## src/rtl/nubus_arb_pkg.sv

```systemverilog
// Shared types and constants for the NuBus card-master arbiter.
package nubus_arb_pkg;

  typedef enum logic [1:0] {
    ARB_IDLE = 2'd0,
    ARB_BUSY = 2'd1,
    ARB_RESP = 2'd2
  } arb_state_t;

  localparam logic [3:0] WSTRB_READ = 4'b0000;

  // Requester index reached by stepping 'off' places from 'base', wrapping at n.
  function automatic int wrap_idx(input int base, input int off, input int n);
    return (base + off) % n;
  endfunction

endpackage

```

## src/rtl/nubus_rr_pick.sv

```systemverilog
// Rotate-priority picker: first asserted request at or after ptr, wrapping.
module nubus_rr_pick
  import nubus_arb_pkg::*;
#(
  parameter int NREQ  = 3,
  parameter int PTR_W = 2
) (
  input  logic [NREQ-1:0]  req,
  input  logic [PTR_W-1:0] ptr,
  output logic [NREQ-1:0]  onehot,
  output logic [PTR_W-1:0] index,
  output logic             hit
);

  always_comb begin
    onehot = '0;
    index  = '0;
    hit    = 1'b0;
    for (int i = 0; i < NREQ; i++) begin
      if (!hit && req[wrap_idx(int'(ptr), i, NREQ)]) begin
        hit = 1'b1;
        onehot[wrap_idx(int'(ptr), i, NREQ)] = 1'b1;
        index = PTR_W'(wrap_idx(int'(ptr), i, NREQ));
      end
    end
  end

endmodule

```

## src/rtl/nubus_master_arbiter.sv

```systemverilog
// Round-robin sharing of the NuBus card-master port with lock and watchdog.
//   state    | meaning
//   ARB_IDLE | no owner; pick next requester from rr pointer
//   ARB_BUSY | transaction on cpu_*; watchdog running
//   ARB_RESP | one-cycle completion pulse to owner; keep grant if locked
module nubus_master_arbiter
  import nubus_arb_pkg::*;
#(
  parameter int NREQ    = 3,
  parameter int TIMEOUT = 255,
  parameter int TO_W    = 8
) (
  input  logic              nub_clkn,
  input  logic              nub_resetn,
  input  logic [NREQ-1:0]   req_valid,
  input  logic [NREQ*32-1:0] req_addr,
  input  logic [NREQ*32-1:0] req_wdata,
  input  logic [NREQ*4-1:0] req_wstrb,
  input  logic [NREQ-1:0]   req_lock,
  output logic [NREQ-1:0]   req_ready,
  output logic [31:0]       req_rdata,
  output logic              req_err,
  output logic [NREQ-1:0]   grant,
  output logic              cpu_valid,
  output logic [31:0]       cpu_addr,
  output logic [31:0]       cpu_wdata,
  output logic [3:0]        cpu_wstrb,
  output logic              cpu_lock,
  input  logic              cpu_ready,
  input  logic [31:0]       cpu_rdata
);

  localparam int PTR_W = $clog2(NREQ);

  arb_state_t       state, state_nxt;
  logic [PTR_W-1:0] rr_ptr, owner, sel;
  logic [TO_W-1:0]  wdog;
  logic [NREQ-1:0]  pick_onehot;
  logic [PTR_W-1:0] pick_index;
  logic             pick_hit;
  logic             load, relock, finish_ok, finish_err, release_g;

  nubus_rr_pick #(.NREQ(NREQ), .PTR_W(PTR_W)) u_pick (
    .req    (req_valid),
    .ptr    (rr_ptr),
    .onehot (pick_onehot),
    .index  (pick_index),
    .hit    (pick_hit)
  );

  always_comb begin
    state_nxt  = state;
    load       = 1'b0;
    relock     = 1'b0;
    finish_ok  = 1'b0;
    finish_err = 1'b0;
    release_g  = 1'b0;
    case (state)
      ARB_IDLE: if (pick_hit) begin
        load      = 1'b1;
        state_nxt = ARB_BUSY;
      end
      ARB_BUSY: if (cpu_ready) begin
        finish_ok = 1'b1;
        state_nxt = ARB_RESP;
      end else if (wdog == TO_W'(TIMEOUT)) begin
        finish_err = 1'b1;
        state_nxt  = ARB_RESP;
      end
      ARB_RESP: if (cpu_lock && req_valid[owner]) begin
        relock    = 1'b1;
        state_nxt = ARB_BUSY;
      end else begin
        release_g = 1'b1;
        state_nxt = ARB_IDLE;
      end
      default: state_nxt = ARB_IDLE;
    endcase
  end

  assign sel = relock ? owner : pick_index;

  always_ff @(posedge nub_clkn or negedge nub_resetn) begin
    if (!nub_resetn) state <= ARB_IDLE;
    else             state <= state_nxt;
  end

  always_ff @(posedge nub_clkn or negedge nub_resetn) begin
    if (!nub_resetn) begin
      rr_ptr    <= '0;
      owner     <= '0;
      wdog      <= '0;
      grant     <= '0;
      req_ready <= '0;
      req_rdata <= '0;
      req_err   <= 1'b0;
      cpu_valid <= 1'b0;
      cpu_addr  <= '0;
      cpu_wdata <= '0;
      cpu_wstrb <= '0;
      cpu_lock  <= 1'b0;
    end else begin
      req_ready <= '0;
      if (state == ARB_BUSY) wdog <= wdog + 1'b1;
      if (state == ARB_RESP) wdog <= '0;
      if (load || relock) begin
        cpu_valid <= 1'b1;
        cpu_addr  <= req_addr[32*sel +: 32];
        cpu_wdata <= req_wdata[32*sel +: 32];
        cpu_wstrb <= req_wstrb[4*sel +: 4];
        cpu_lock  <= req_lock[sel];
      end
      if (load) begin
        grant <= pick_onehot;
        owner <= pick_index;
      end
      // cpu_ready wins over a simultaneous watchdog expiry
      if (finish_ok || finish_err) begin
        cpu_valid <= 1'b0;
        req_ready <= grant;
        req_rdata <= finish_ok ? cpu_rdata : 32'h0;
        req_err   <= finish_err;
      end
      if (release_g) begin
        grant  <= '0;
        rr_ptr <= (owner == PTR_W'(NREQ - 1)) ? '0 : owner + 1'b1;
      end
    end
  end

endmodule

```

## config.mk

```make
export PLATFORM = sky130hd
export DESIGN_NAME = nubus_master_arbiter
export DESIGN_NICKNAME = d
export VERILOG_FILES = /design/src/rtl/nubus_arb_pkg.sv /design/src/rtl/nubus_rr_pick.sv /design/src/rtl/nubus_master_arbiter.sv
export SDC_FILE = /design/constraint.sdc
export NUM_CORES = 1
export LEC_CHECK = 0
export CAP_MARGIN = 15
export CORE_ASPECT_RATIO = 1.1
export CORE_MARGIN = 2
export CORE_UTILIZATION = 30
export CTS_CLUSTER_DIAMETER = 60
export DETAILED_ROUTE_END_ITERATION = 7
export GPL_TIMING_DRIVEN = 1
export PLACE_DENSITY = 0.77
export SYNTH_ARGS = -nofsm -noshare
export SYNTH_HDL_FRONTEND = slang
export SYNTH_SLANG_ARGS = --single-unit
```

## constraint.sdc

```tcl
create_clock -name nub_clkn -period 2.5 [get_ports nub_clkn]
set_input_delay 0.375 -clock nub_clkn [delete_from_list [all_inputs] [get_ports nub_clkn]]
set_output_delay 0.375 -clock nub_clkn [all_outputs]
set_load 0.005 [all_outputs]
```

==> summary.json, run 1 <==
{
  "postCtsHoldBufs": {"value": 0},
  "unrepaired_setup_endpoints_after_global_routing": {"value": "yes"},
  "floorplan.initialDensity": {"value": 0.3054},
  "status": {"value": "finished, final reports clean"},
  "clock_skew": {"value": 0.01021, "unit": "ns"},
  "top_level_ports": {"value": 354},
  "cts_num_sinks": {"value": 123},
  "yosys_warnings": {"value": 0},
  "grt_overflow_total": {"value": 0},
  "syn-num-nets": {"value": 782},
  "synth_top_area_frac": {"value": 0.5091},
  "synth_enable_flop_cells": {"value": 0},
  "clk_pin_slew": {"value": 0.06, "unit": "ns"},
  "ys_top_cells_by_area": {"value": "sky130_fd_sc_hd__dfrtp_1, sky130_fd_sc_hd__mux2i_1, sky130_fd_sc_hd__a22oi_1, sky130_fd_sc_hd__a22o_1, sky130_fd_sc_hd__o21ai_0"},
  "io_buffer_count": {"value": 353},
  "dieArea": {"value": 0.02131, "unit": "mm²"},
  "maximum_number_of_pins_on_one_net_before_global_route_repair": {"value": 124},
  "clockBufferDepth": {"value": 2},
  "slew_limit_headroom": {"value": 0.5379},
  "synth-seq-cells": {"value": 123},
  "clock_power_share": {"value": 0.155},
  "maxCapViolations": {"value": 0},
  "intPower": {"value": 9.582, "unit": "mW"},
  "yosys_most_used_dff": {"value": "sky130_fd_sc_hd__dfrtp_1"},
  "launching_element_type_of_the_critical_path": {"value": "register"},
  "vdd_drop_max": {"value": 0.8474, "unit": "mV"},
  "finalPower": {"value": 15.49, "unit": "mW"},
  "p_per_area": {"value": 1393, "unit": "mW/mm²"},
  "synth_most_common_cell": {"value": "sky130_fd_sc_hd__dfrtp_1"},
  "detail_route.wirelength.met1": {"value": 8.976, "unit": "mm"},
  "clk_latency": {"value": 0.41, "unit": "ns"},
  "synthTopCellsByCount": {"value": "sky130_fd_sc_hd__dfrtp_1, sky130_fd_sc_hd__mux2i_1, sky130_fd_sc_hd__a22oi_1"},
  "final_worst_path_cycle_share": {"value": 0.9951},
  "grt_antenna_before_repair": {"value": 0},
  "netlist_cell_types": {"value": 51},
  "clock_tree.htree_level_count": {"value": 4},
  "synth_area_leader_cell": {"value": "sky130_fd_sc_hd__dfrtp_1"},
  "final_max_slew_viol_count": {"value": 0},
  "synth.avg_cell_area": {"value": 11.45, "unit": "µm²"},
  "synth_async_sr_flop_share": {"value": 1.000},
  "finalWirelength": {"value": 23.02, "unit": "mm"},
  "core_region_area": {"value": 0.01980, "unit": "mm²"},
  "detailroute.via_count": {"value": 5994},
  "worstSetupPathType": {"value": "reg2reg"},
  "post_drt_via_cell_ratio": {"value": 5.097},
  "p_sw_frac": {"value": 0.3814},
  "route.met2.wl": {"value": 11.87, "unit": "mm"},
  "cts_tree": {"value": "done"},
  "grt.total_usage": {"value": 0.1985},
  "global_route_wire_length_before_repair": {"value": 33.67, "unit": "mm"},
  "finalHoldViolCount": {"value": 0},
  "final_antenna_net_count": {"value": 0},
  "maxClockFrequency": {"value": 0.4020, "unit": "GHz"},
  "comb_power_share": {"value": 0.616},
  "min-delay-path-class": {"value": "in2async"},
  "detail_route.first_pass.iterations": {"value": 4},
  "worst-slew-pin-transition": {"value": 0.6931, "unit": "ns"},
  "cts_root_buffer": {"value": "sky130_fd_sc_hd__clkbuf_16"},
  "insertedDiodeCount": {"value": 0},
  "leakage": {"value": 4.513, "unit": "nW"},
  "power_switching": {"value": 5.907, "unit": "mW"},
  "cp-end-kind": {"value": "register"},
  "layout-drive-gt1-share": {"value": 0.1461},
  "cts_made_buffers": {"value": 17},
  "layout-area-overhead-vs-synth": {"value": 83.94, "unit": "%"},
  "floorplan.die.height": {"value": 152.9, "unit": "µm"},
  "min_period": {"value": 2.488, "unit": "ns"},
  "nNetsFinal": {"value": 1165},
  "part_of_the_yosys_area_used_for_sequential_elements": {"value": 0.5091},
  "drc": {"value": 0},
  "routabilityCongestion": {"value": 0.8527},
  "worst-endpoint-required": {"value": 2.79, "unit": "ns"},
  "setup_viol": {"value": 0},
  "syn-cell-area": {"value": 0.006046, "unit": "mm²"},
  "power.share.sequential": {"value": 0.229},
  "worst-endpoint-arrival": {"value": 2.78, "unit": "ns"},
  "synthCells": {"value": 528},
  "drt_first_iter_violations": {"value": 308},
  "num_rows": {"value": 54},
  "met3_wirelength": {"value": 1.538, "unit": "mm"},
  "top_signal_layer_used": {"value": "met4"},
  "post-dp-hpwl": {"value": 15.97, "unit": "mm"},
  "chipWidth": {"value": 139.4, "unit": "µm"},
  "route.detailed.wl_per_inst": {"value": 19.57, "unit": "µm"},
  "timing.setup.tns": {"value": 0, "unit": "ns"},
  "number_of_global_route_vias_before_repair": {"value": 6245},
  "critPathMaxFanout": {"value": 15}
}
## final timing paths
| check | start | end | slack (ns) | cells after the start |
|---|---|---|---|---|
| max reg2reg | rr_ptr[0]$_DFFE_PN0N_ | cpu_addr[23]$_DFFE_PN0P_ | 0.01 | 11 |
| max in group asynchronous | nub_resetn | cpu_wdata[11]$_DFFE_PN0P_ | 1.91 | 2 |
| min in group nub_clkn | req_rdata[13]$_DFFE_PN0N_ | req_rdata[13]$_DFFE_PN0N_ | 0.50 | 1 |
| min reg2reg | req_rdata[13]$_DFFE_PN0N_ | req_rdata[13]$_DFFE_PN0N_ | 0.50 | 1 |
| max | rr_ptr[0]$_DFFE_PN0N_ | cpu_addr[23]$_DFFE_PN0P_ | 0.01 | 11 |
| min | nub_resetn | req_rdata[0]$_DFFE_PN0N_ | 0.06 | 2 |
## routing by layer
metal	track usage	vias to the layer above
met1	0.2358	2929
met4	0.07985	0
met5	0	-
li1	-	2761
met2	0.3394	261
met3	0.05545	43
## stage by stage
step           worst slack [ns]  std cells  utilization  hold WS (ns)  instance area [µm²]
2_1_floorplan            0.1105        528            -       0.07941                 6046
5_1_grt                 -0.1378       1176       0.5617        0.1113                11120
3_3_place_gp           -0.01877       1127       0.5075        0.4830                10050
6_report                0.01226       1176       0.5617       0.06395                11120
4_1_cts                 0.02598       1159       0.5366       0.09487                10620
3_5_place_dp           -0.07593       1127       0.5075        0.4898                10050
## power groups by stage
stage / sequential [mW] / combinational [mW] / clock (mW)
after CTS: 3.53 / 8.05 / 2.45
final: 3.55 / 9.54 / 2.40
after floorplan: 3.56 / 4.18 / 0
after global placement: 3.52 / 7.82 / 0
after detailed placement: 3.55 / 8.03 / 0
after global routing: 3.68 / 10.2 / 2.53
## critical path, stage by stage, from the launching register on
cell                        delay (ns)
sky130_fd_sc_hd__dfrtp_1          0.43
sky130_fd_sc_hd__inv_2            0.08
sky130_fd_sc_hd__ha_4             0.29
sky130_fd_sc_hd__mux2i_4          0.26
sky130_fd_sc_hd__o21ai_4          0.08
sky130_fd_sc_hd__buf_6            0.14
sky130_fd_sc_hd__o31ai_4          0.33
sky130_fd_sc_hd__o31ai_4          0.14
sky130_fd_sc_hd__buf_4            0.19
sky130_fd_sc_hd__clkbuf_16        0.19
sky130_fd_sc_hd__a22oi_2          0.15
sky130_fd_sc_hd__o21ai_2          0.08
## state kept, by name, indices dropped and copies added, names as in the netlist, 3 cells and up
register	cells
cpu_addr	32
cpu_wdata	32
cpu_wstrb	4
grant	3
req_rdata	32
req_ready	3
wdog	8
## placed cells by master, fill, tap and decap left out, types with 10 or more instances in the layout
master / Yosys / routed
sky130_fd_sc_hd__a22oi_1: 68 / 58
sky130_fd_sc_hd__o21ai_1: 20 / 37
sky130_fd_sc_hd__mux2i_1: 73 / 71
sky130_fd_sc_hd__buf_12: 0 / 12
sky130_fd_sc_hd__o21ai_0: 59 / 25
sky130_fd_sc_hd__buf_4: 7 / 31
sky130_fd_sc_hd__clkbuf_16: 0 / 24
sky130_fd_sc_hd__o21ai_2: 2 / 17
sky130_fd_sc_hd__dfrtp_1: 123 / 123
sky130_fd_sc_hd__nor2_1: 15 / 15
sky130_fd_sc_hd__a22o_1: 34 / 34
sky130_fd_sc_hd__clkdlybuf4s50_1: 0 / 352
sky130_fd_sc_hd__a22oi_2: 0 / 10
sky130_fd_sc_hd__inv_1: 15 / 13
## logic make-up (layout without fill, tap and decap cells)
kind of cell | after synthesis | count (layout) | share of synthesized area
AO/OA/AOI/OAI | 213 | 213 | 0.2467
flip-flops | 123 | 123 | 0.5091
multiplexers | 76 | 76 | 0.1273
buffers and inverters | 58 | 454 | 0.05277
AND/OR/NAND/NOR | 47 | 47 | 0.04263
adder cells (fa/ha/maj) | 9 | 9 | 0.01863
XOR/XNOR | 2 | 2 | 0.002898
## area by class of cell
class	count	area [µm²]
Fill cell	1687	8676
Timing Repair Buffer	407	4228
Sequential cell	123	3078
Multi-Input combinational cell	347	2868
Clock buffer	17	425.4
Tap cell	252	315.3
Clock inverter	15	150.1
Inverter	15	56.30
## timing repair
item                       4_1_cts  5_1_grt
setup buffers                    0        8
setup endpoints to repair        0       69
resized for setup                0       79
No activity file was read; power rests on OpenSTA's default activity.
==> inputs of run 2 (changes only) <==
ABC_AREA = 1   (was unset)
CORE_MARGIN = unset   (was 2)
PLACE_DENSITY = 0.7   (was 0.77)
clock period = 2.84 ns   (was 2.5 ns; I/O delays follow)
==> summary.json, run 2 <==
{
  "layout-area-overhead-vs-synth": {"value": 62.09, "unit": "%"},
  "worst_path_most_repeated_cell": {"value": "sky130_fd_sc_hd__nand2_1"},
  "power.share.sequential": {"value": 0.206, "change": "-0.023"},
  "biggestRegsByFlops": {"value": "cpu_addr (32), cpu_wdata (32), req_rdata (32)"},
  "yosys_most_used_dff": {"value": "sky130_fd_sc_hd__dfrtp_1"},
  "final_antenna_net_count": {"value": 0, "change": "unchanged"},
  "clk_latency": {"value": 0.42, "unit": "ns", "change": "about the same"},
  "min_period": {"value": 2.581, "unit": "ns", "change": "+0.09317 ns"},
  "critPathMaxFanout": {"value": 32, "change": "+17"},
  "floorplan.initialDensity": {"value": 0.3077, "change": "+0.002266"},
  "ys_top_cells_by_area": {"value": "sky130_fd_sc_hd__dfrtp_1, sky130_fd_sc_hd__nand3_1, sky130_fd_sc_hd__nand2_1, sky130_fd_sc_hd__inv_1, sky130_fd_sc_hd__nand3b_1"},
  "synth.avg_cell_area": {"value": 7.350, "unit": "µm²", "change": "-36%"},
  "critical_path.slowest_cell": {"value": "sky130_fd_sc_hd__ha_1"},
  "clock_skew": {"value": 0.008365, "unit": "ns", "change": "-0.001850 ns"},
  "comb_power_share": {"value": 0.648, "change": "+0.032"},
  "leakage": {"value": 5.743, "unit": "nW", "change": "+27%"},
  "yosys_warnings": {"value": 0, "change": "unchanged"},
  "synth_top_area_frac": {"value": 0.4209, "change": "-0.08823"},
  "post_drt_via_cell_ratio": {"value": 4.767, "change": "-6.5%"},
  "route.detailed.wl_per_inst": {"value": 15.75, "unit": "µm", "change": "-20%"},
  "finalHoldViolCount": {"value": 0, "change": "unchanged"},
  "mostFrequentLayoutCell": {"value": "sky130_fd_sc_hd__clkdlybuf4s50_1"},
  "detailroute.via_count": {"value": 7842, "change": "+31%"},
  "grt.total_usage": {"value": 0.2035, "change": "+0.004953"},
  "p_per_area": {"value": 1288, "unit": "mW/mm²", "change": "-7.5%"},
  "dieArea": {"value": 0.02501, "unit": "mm²", "change": "+17%"},
  "maxClockFrequency": {"value": 0.3875, "unit": "GHz", "change": "-3.6%"},
  "commonest_cells_after_routing_fill_and_taps_aside": {"value": "sky130_fd_sc_hd__clkdlybuf4s50_1, sky130_fd_sc_hd__nand2_1, sky130_fd_sc_hd__inv_1, sky130_fd_sc_hd__nand3_1, sky130_fd_sc_hd__dfrtp_1"},
  "intPower": {"value": 8.327, "unit": "mW", "change": "-13%"},
  "critPathTopFamily": {"value": "simple AND/OR/NAND/NOR gates"},
  "cts_made_buffers": {"value": 17, "change": "unchanged"},
  "clock_tree.htree_level_count": {"value": 4, "change": "unchanged"},
  "hold_slack": {"value": 0.04207, "unit": "ns", "change": "-0.02188 ns"},
  "synthTopCellsByCount": {"value": "sky130_fd_sc_hd__nand2_1, sky130_fd_sc_hd__inv_1, sky130_fd_sc_hd__nand3_1"},
  "drc": {"value": 0, "change": "unchanged"},
  "chipWidth": {"value": 150.9, "unit": "µm", "change": "+8.3%"},
  "final_worst_path_cycle_share": {"value": 0.9088, "change": "-0.08633"},
  "cts_root_buffer": {"value": "sky130_fd_sc_hd__clkbuf_16"},
  "num_rows": {"value": 59, "change": "+9.3%"},
  "synth_area_leader_cell": {"value": "sky130_fd_sc_hd__dfrtp_1"},
  "worst-endpoint-arrival": {"value": 2.93, "unit": "ns", "change": "+0.15 ns"},
  "maxCapViolations": {"value": 0, "change": "unchanged"},
  "worst-slew-pin-transition": {"value": 0.9774, "unit": "ns", "change": "+0.2843 ns"},
  "worstSetupPathType": {"value": "reg2reg"},
  "postCtsHoldBufs": {"value": 0, "change": "unchanged"},
  "synth-seq-cells": {"value": 123, "change": "unchanged"},
  "min-delay-path-class": {"value": "in2async"},
  "post-dp-hpwl": {"value": 19.09, "unit": "mm", "change": "+20%"},
  "synth_most_common_cell": {"value": "sky130_fd_sc_hd__nand2_1"},
  "launching_element_type_of_the_critical_path": {"value": "register"},
  "worst-endpoint-required": {"value": 3.18, "unit": "ns", "change": "+0.39 ns"},
  "cts_tree": {"value": "done"},
  "cts.repair_timing.setup_buffer_count": {"value": 0, "change": "unchanged"},
  "number_of_global_route_vias_before_repair": {"value": 7531, "change": "+21%"},
  "netlist_cell_types": {"value": 28, "change": "-45%"},
  "fillers": {"value": 2259, "change": "+34%"},
  "vdd_drop_max": {"value": 0.7971, "unit": "mV", "change": "-5.9%"},
  "unrepaired_setup_endpoints_after_global_routing": {"value": "no"},
  "layout-drive-gt1-share": {"value": 0.05597, "change": "-0.09013"},
  "power_switching": {"value": 6.939, "unit": "mW", "change": "+17%"},
  "final_max_slew_viol_count": {"value": 0, "change": "unchanged"},
  "clockBufferDepth": {"value": 2, "change": "unchanged"},
  "crit_path_cell_trace": {"value": "inv_1, ha_1, inv_2, nand2_1, nand3_1, nand2_1, nand2_1, nor2_2, nand2_1, nand3_4, buf_4, nand3_1, nand2_1, inv_1, a21oi_1"},
  "nNetsFinal": {"value": 1581, "change": "+36%"},
  "p_sw_frac": {"value": 0.4545, "change": "+0.07318"},
  "timing.setup.tns": {"value": 0, "unit": "ns", "change": "unchanged"},
  "drt_first_iter_violations": {"value": 341, "change": "+11%"},
  "slew_limit_headroom": {"value": 0.3444, "change": "-0.1936"},
  "syn-num-nets": {"value": 1249, "change": "+60%"},
  "cts_num_sinks": {"value": 123, "change": "unchanged"},
  "global_route_wire_length_before_repair": {"value": 39.37, "unit": "mm", "change": "+17%"},
  "dp.cells": {"value": 1613, "change": "+43%"},
  "core_region_area": {"value": 0.02377, "unit": "mm²", "change": "+20%"},
  "grt_antenna_before_repair": {"value": 0, "change": "unchanged"},
  "io_buffer_count": {"value": 353, "change": "unchanged"},
  "part_of_the_yosys_area_used_for_sequential_elements": {"value": 0.4209, "change": "-0.08823"},
  "clk_pin_slew": {"value": 0.07, "unit": "ns", "change": "about the same"},
  "max_stage_delay": {"value": 0.40, "unit": "ns", "change": "-0.03 ns"},
  "floorplan.die.height": {"value": 165.8, "unit": "µm", "change": "+8.4%"},
  "routabilityCongestion": {"value": 0.8904, "change": "+4.4%"},
  "maximum_number_of_pins_on_one_net_before_global_route_repair": {"value": 70, "change": "-44%"},
  "cp-end-kind": {"value": "register"},
  "synth_enable_flop_cells": {"value": 0, "change": "unchanged"},
  "status": {"value": "finished, final reports clean"},
  "timing.critical_path.buf_inv": {"value": 4, "change": "unchanged"},
  "insertedDiodeCount": {"value": 0, "change": "unchanged"},
  "synth_async_sr_flop_share": {"value": 1.000, "change": "unchanged"},
  "clock_power_share": {"value": 0.145, "change": "-0.010"},
  "grt_overflow_total": {"value": 0, "change": "unchanged"},
  "top_level_ports": {"value": 354, "change": "unchanged"},
  "syn-cell-area": {"value": 0.007313, "unit": "mm²", "change": "+21%"},
  "finalNonFillerCells": {"value": 1645, "change": "+40%"},
  "finalWirelength": {"value": 25.91, "unit": "mm", "change": "+13%"},
  "synthCells": {"value": 995, "change": "+88%"},
  "cts_repair_resize_count": {"value": 0, "change": "unchanged"},
  "final_core_utilization": {"value": 0.4987, "change": "-0.06307"},
  "setup_viol": {"value": 0, "change": "unchanged"},
  "detail_route.first_pass.iterations": {"value": 5, "change": "+1"}
}
==> run 2: worst register-to-register path: stages, from the launching register on <==
cell,delay [ns]
sky130_fd_sc_hd__dfrtp_1,0.39
sky130_fd_sc_hd__inv_1,0.08
sky130_fd_sc_hd__ha_1,0.40
sky130_fd_sc_hd__inv_2,0.11
sky130_fd_sc_hd__nand2_1,0.08
sky130_fd_sc_hd__nand3_1,0.07
sky130_fd_sc_hd__nand2_1,0.12
sky130_fd_sc_hd__nand2_1,0.10
sky130_fd_sc_hd__nor2_2,0.10
sky130_fd_sc_hd__nand2_1,0.13
sky130_fd_sc_hd__nand3_4,0.13
sky130_fd_sc_hd__buf_4,0.34
sky130_fd_sc_hd__nand3_1,0.18
sky130_fd_sc_hd__nand2_1,0.09
sky130_fd_sc_hd__inv_1,0.04
sky130_fd_sc_hd__a21oi_1,0.13
==> run 2: per-layer routing <==
metal  global-route usage  routed length [µm]
met3              0.05110                2400
met4              0.08739                 784
met1               0.2333               10080
met2               0.3534               12650
met5                    0                   0
==> run 2: final timing paths <==
| kind | startpoint | endpoint | slack [ns] | depth (start not counted) |
|---|---|---|---|---|
| min in group nub_clkn | wdog[7]$_DFFE_PN0P_ | wdog[7]$_DFFE_PN0P_ | 0.48 | 1 |
| max reg2reg | rr_ptr[0]$_DFFE_PN0N_ | cpu_wdata[28]$_DFFE_PN0P_ | 0.26 | 15 |
| max | rr_ptr[0]$_DFFE_PN0N_ | cpu_wdata[28]$_DFFE_PN0P_ | 0.26 | 15 |
| min reg2reg | wdog[7]$_DFFE_PN0P_ | wdog[7]$_DFFE_PN0P_ | 0.48 | 1 |
| max in group asynchronous | nub_resetn | req_rdata[22]$_DFFE_PN0N_ | 2.01 | 2 |
| min | nub_resetn | cpu_wdata[7]$_DFFE_PN0P_ | 0.04 | 1 |
==> run 2: logic make-up after synthesis <==
| group | after synthesis | share of synthesized area |
|---|---|---|
| simple gates | 496 | 0.3244 |
| buf+inv | 233 | 0.1283 |
| compound gates | 133 | 0.1098 |
| flops | 123 | 0.4209 |
| fa+ha+maj | 9 | 0.01540 |
| xor+xnor | 1 | 0.001198 |
==> run 2: power groups by stage <==
| stage | sequential, mW | clock [mW] | combinational, mW |
|---|---|---|---|
| after floorplan | 3.16 | 0 | 5.95 |
| after global placement | 3.15 | 0 | 9.83 |
| after detailed placement | 3.17 | 0 | 9.97 |
| after CTS | 3.16 | 2.28 | 9.99 |
| after global routing | 3.25 | 2.36 | 11.1 |
| final | 3.15 | 2.22 | 9.89 |
==> run 2: layout make-up <==
type                       instances  area (µm²)  share of cell area
timing repair buffer             376        3845              0.3244
sequential                       123        3078              0.2597
inverter                         170       638.1             0.05383
multi-input combinational        639        3312              0.2794
tap                              305       381.6             0.03219
clock inverter                    15       173.9             0.01467
clock buffer                      17       425.4             0.03589
==> run 2: per-stage QoR <==
stage	area (µm²)	total power [mW]	setup WS [ns]
finish	11850	15.27	0.2591
global route	11850	16.68	0.05809
CTS	11850	15.43	0.2719
detailed placement	11250	13.14	0.2046
global placement	11250	12.98	0.2734
floorplan	7313	9.113	0.7232
==> inputs of run 3 (changes only) <==
CELL_PAD_IN_SITES_DETAIL_PLACEMENT = 1   (was unset)
CELL_PAD_IN_SITES_GLOBAL_PLACEMENT = 2   (was unset)
CORE_UTILIZATION = 21   (was 30)
PLACE_DENSITY = 0.88   (was 0.7)
==> summary.json, run 3 (synthesis gave the netlist of run 2 again) <==
{
  "status": {"value": "finished, violations left"},
  "violations": {"value": "design-rule violations"},
  "crit_path_cell_trace": {"value": "inv_1, ha_1, inv_2, nand2_1, nand3_1, nand2_1, nand2_1, nor2_2, nand2_1, nand3_4, nand2_4, buf_12, nand3_1, a21oi_1"},
  "detailroute.via_count": {"value": 8092, "change": "+3.2%"},
  "grt.total_usage": {"value": 0.1780, "change": "-0.02548"},
  "critical_path.slowest_cell": {"value": "sky130_fd_sc_hd__dfrtp_1"},
  "route.detailed.wl_per_inst": {"value": 17.57, "unit": "µm", "change": "+12%"},
  "grt_overflow_total": {"value": 0, "change": "unchanged"},
  "timing.setup.tns": {"value": 0, "unit": "ns", "change": "unchanged"},
  "cts_made_buffers": {"value": 17, "change": "unchanged"},
  "postPlaceCellArea": {"value": 0.01146, "unit": "mm²", "change": "+1.9%"},
  "final_antenna_net_count": {"value": 0, "change": "unchanged"},
  "core_region_area": {"value": 0.03420, "unit": "mm²", "change": "+44%"},
  "worst-endpoint-arrival": {"value": 2.89, "unit": "ns", "change": "-0.04 ns"},
  "routabilityCongestion": {"value": 0.8719, "change": "-2.1%"},
  "maxCapViolations": {"value": 0, "change": "unchanged"},
  "top_level_ports": {"value": 354, "change": "unchanged"},
  "num_rows": {"value": 71, "change": "+20%"},
  "maxClockFrequency": {"value": 0.3942, "unit": "GHz", "change": "+1.7%"},
  "maximum_number_of_pins_on_one_net_before_global_route_repair": {"value": 61, "change": "-13%"},
  "clk_pin_slew": {"value": 0.07, "unit": "ns", "change": "about the same"},
  "slew_limit_headroom": {"value": 0.5917, "change": "+0.2473"},
  "finalWirelength": {"value": 31.28, "unit": "mm", "change": "+21%"},
  "number_of_global_route_vias_before_repair": {"value": 8670, "change": "+15%"},
  "clock_skew": {"value": 0.01185, "unit": "ns", "change": "+0.003480 ns"},
  "p_per_area": {"value": 1300, "unit": "mW/mm²", "change": "+0.91%"},
  "clk_latency": {"value": 0.42, "unit": "ns", "change": "about the same"},
  "crit_path_setup_slack_layout": {"value": 0.3033, "unit": "ns", "change": "+0.04420 ns"},
  "min_period": {"value": 2.537, "unit": "ns", "change": "-0.04420 ns"},
  "layout.cell_area.non_filler": {"value": 0.01206, "unit": "mm²", "change": "+1.8%"},
  "min_delay_worst_endpoint": {"value": "wdog[7]$_DFFE_PN0P_"},
  "reg2reg_to": {"value": "cpu_addr[0]$_DFFE_PN0P_"},
  "final_max_slew_viol_count": {"value": 0, "change": "unchanged"},
  "worst_path_most_repeated_cell": {"value": "sky130_fd_sc_hd__nand2_1"},
  "grt_antenna_before_repair": {"value": 2, "change": "+2"},
  "leakage": {"value": 5.760, "unit": "nW", "change": "+0.28%"},
  "post-dp-hpwl": {"value": 23.04, "unit": "mm", "change": "+21%"},
  "worstHoldStart": {"value": "wdog[7]$_DFFE_PN0P_"},
  "post_drt_via_cell_ratio": {"value": 4.546, "change": "-4.6%"},
  "floorplan.initialDensity": {"value": 0.2138, "change": "-0.09384"},
  "fillers": {"value": 4116, "change": "+82%"},
  "finalHoldViolCount": {"value": 0, "change": "unchanged"},
  "worst-endpoint-required": {"value": 3.19, "unit": "ns", "change": "about the same"},
  "cts_repair_resize_count": {"value": 0, "change": "unchanged"},
  "dp_worst_setup_slack": {"value": 0.2415, "unit": "ns", "change": "+0.03688 ns"},
  "clockBufferDepth": {"value": 2, "change": "unchanged"},
  "mostFrequentLayoutCell": {"value": "sky130_fd_sc_hd__clkdlybuf4s50_1"},
  "setup_viol": {"value": 0, "change": "unchanged"},
  "chipWidth": {"value": 179.9, "unit": "µm", "change": "+19%"},
  "critPathMaxFanout": {"value": 38, "change": "+19%"},
  "worst-slew-pin-transition": {"value": 0.6125, "unit": "ns", "change": "-0.3649 ns"},
  "cts_tree": {"value": "done"},
  "min-delay-path-class": {"value": "reg2reg"},
  "drt_first_iter_violations": {"value": 207, "change": "-39%"},
  "finalNonFillerCells": {"value": 1780, "change": "+8.2%"},
  "cp-end-kind": {"value": "register"},
  "ff2ff_setup_slack": {"value": 0.30, "unit": "ns", "change": "+0.04 ns"},
  "clock_tree.htree_level_count": {"value": 4, "change": "unchanged"},
  "nNetsFinal": {"value": 1582, "change": "+0.063%"},
  "final_worst_path_cycle_share": {"value": 0.8932, "change": "-0.01556"},
  "layout-drive-gt1-share": {"value": 0.05593, "change": "about the same"},
  "drc": {"value": 28, "change": "+28"},
  "crit-reg2reg-launch": {"value": "rr_ptr[0]$_DFFE_PN0N_"},
  "worstSetupPathType": {"value": "reg2reg"},
  "detail_route.first_pass.iterations": {"value": 8, "change": "+3"},
  "timing.critical_path.buf_inv": {"value": 3, "change": "-1"},
  "floorplan.die.height": {"value": 197.7, "unit": "µm", "change": "+19%"},
  "global_route_wire_length_before_repair": {"value": 48.98, "unit": "mm", "change": "+24%"},
  "ff2ff_path_depth": {"value": 14, "change": "-1"},
  "biggestRegsByFlops": {"value": "cpu_addr (32), cpu_wdata (32), req_rdata (32)"},
  "critPathTopFamily": {"value": "simple AND/OR/NAND/NOR gates"},
  "max_stage_delay": {"value": 0.41, "unit": "ns", "change": "about the same"},
  "unrepaired_setup_endpoints_after_global_routing": {"value": "no"},
  "cts_root_buffer": {"value": "sky130_fd_sc_hd__clkbuf_16"},
  "dp.cells": {"value": 1746, "change": "+8.2%"},
  "vdd_drop_max": {"value": 0.9106, "unit": "mV", "change": "+14%"},
  "cts_num_sinks": {"value": 123, "change": "unchanged"},
  "launching_element_type_of_the_critical_path": {"value": "register"},
  "commonest_cells_after_routing_fill_and_taps_aside": {"value": "sky130_fd_sc_hd__clkdlybuf4s50_1, sky130_fd_sc_hd__nand2_1, sky130_fd_sc_hd__inv_1, sky130_fd_sc_hd__nand3_1, sky130_fd_sc_hd__dfrtp_1"},
  "layout-area-overhead-vs-synth": {"value": 64.96, "unit": "%"},
  "dieArea": {"value": 0.03558, "unit": "mm²", "change": "+42%"},
  "io_buffer_count": {"value": 353, "change": "unchanged"},
  "hold_depth": {"value": 1}
}
-- run 3: changes by cell type in the layout (fill, tap and decap cells not counted), moves of 2 or more --
| cell | previous run | this run |
|---|---|---|
| sky130_fd_sc_hd__nand2_2 | 4 | 0 |
| sky130_fd_sc_hd__inv_8 | 7 | 0 |
| sky130_fd_sc_hd__inv_6 | 2 | 5 |
| sky130_fd_sc_hd__clkinv_4 | 1 | 3 |
| sky130_fd_sc_hd__nand2_4 | 3 | 7 |
-- run 3: metal layers --
| metal | up-vias | track usage | part of all wire |
|---|---|---|---|
| met5 | - | 0 | 0.00035 |
| met2 | 275 | 0.3205 | 0.50 |
| met4 | 2 | 0.05524 | 0.020 |
| li1 | 3858 | - | - |
| met1 | 3924 | 0.2036 | 0.40 |
| met3 | 33 | 0.04948 | 0.071 |
-- run 3: area by class of cell --
| cell class | instances | area, µm² | area share |
|---|---|---|---|
| timing repair buffer | 377 | 3867 | 0.3206 |
| multi-input combinational | 639 | 3339 | 0.2768 |
| sequential | 123 | 3078 | 0.2551 |
| inverter | 170 | 638.1 | 0.05289 |
| tap | 438 | 548.0 | 0.04543 |
| clock buffer | 17 | 425.4 | 0.03526 |
| clock inverter | 15 | 165.2 | 0.01369 |
| antenna | 1 | 2.502 | 0.0002074 |
-- run 3: worst max-delay path by stage --
stage | depth (start not counted) | slack (ns) | to | start
global route | 15 | 0.02 | cpu_wdata[10]$_DFFE_PN0P_ | rr_ptr[0]$_DFFE_PN0N_
global placement | 13 | 0.30 | cpu_lock$_DFFE_PN0P_ | req_valid[0]
finish | 14 | 0.30 | cpu_addr[0]$_DFFE_PN0P_ | rr_ptr[0]$_DFFE_PN0N_
CTS | 14 | 0.29 | cpu_addr[0]$_DFFE_PN0P_ | rr_ptr[0]$_DFFE_PN0N_
floorplan | 16 | 0.72 | cpu_addr[31]$_DFFE_PN0P_ | rr_ptr[0]$_DFFE_PN0N_
detailed placement | 12 | 0.24 | cpu_addr[0]$_DFFE_PN0P_ | req_valid[2]
-- run 3: per-stage QoR --
| step | power, mW | hold slack [ns] | utilization |
|---|---|---|---|
| final | 15.68 | 0.4819 | 0.3527 |
| after global routing | 17.16 | 0.5184 | 0.3527 |
| after CTS | 16.03 | 0.4824 | 0.3527 |
| after detailed placement | 13.69 | 0.4486 | 0.3351 |
| after global placement | 13.41 | 0.4448 | 0.3351 |
| after floorplan | 9.113 | 0.1304 | - |
-- run 3: repair_timing --
item	4_1_cts	5_1_grt
endpoints found under the setup margin	0	0
endpoints found under the hold margin	10	0
setup buffers	0	0
hold buffers	1	0
-- run 3: power breakdown --
part | internal, mW | total (mW) | leakage (nW) | switching, mW
registers | 2.65 | 3.16 | 1.45 | 0.501
clock network | 1.31 | 2.25 | 0.277 | 0.939
logic | 4.47 | 10.3 | 4.03 | 5.80
-- run 3: worst reg2reg max path, stage by stage, from the launching register on --
cell	delay [ns]
sky130_fd_sc_hd__dfrtp_1	0.41
sky130_fd_sc_hd__inv_1	0.08
sky130_fd_sc_hd__ha_1	0.40
sky130_fd_sc_hd__inv_2	0.16
sky130_fd_sc_hd__nand2_1	0.07
sky130_fd_sc_hd__nand3_1	0.08
sky130_fd_sc_hd__nand2_1	0.09
sky130_fd_sc_hd__nand2_1	0.12
sky130_fd_sc_hd__nor2_2	0.05
sky130_fd_sc_hd__nand2_1	0.14
sky130_fd_sc_hd__nand3_4	0.19
sky130_fd_sc_hd__nand2_4	0.14
sky130_fd_sc_hd__buf_12	0.21
sky130_fd_sc_hd__nand3_1	0.19
sky130_fd_sc_hd__a21oi_1	0.15
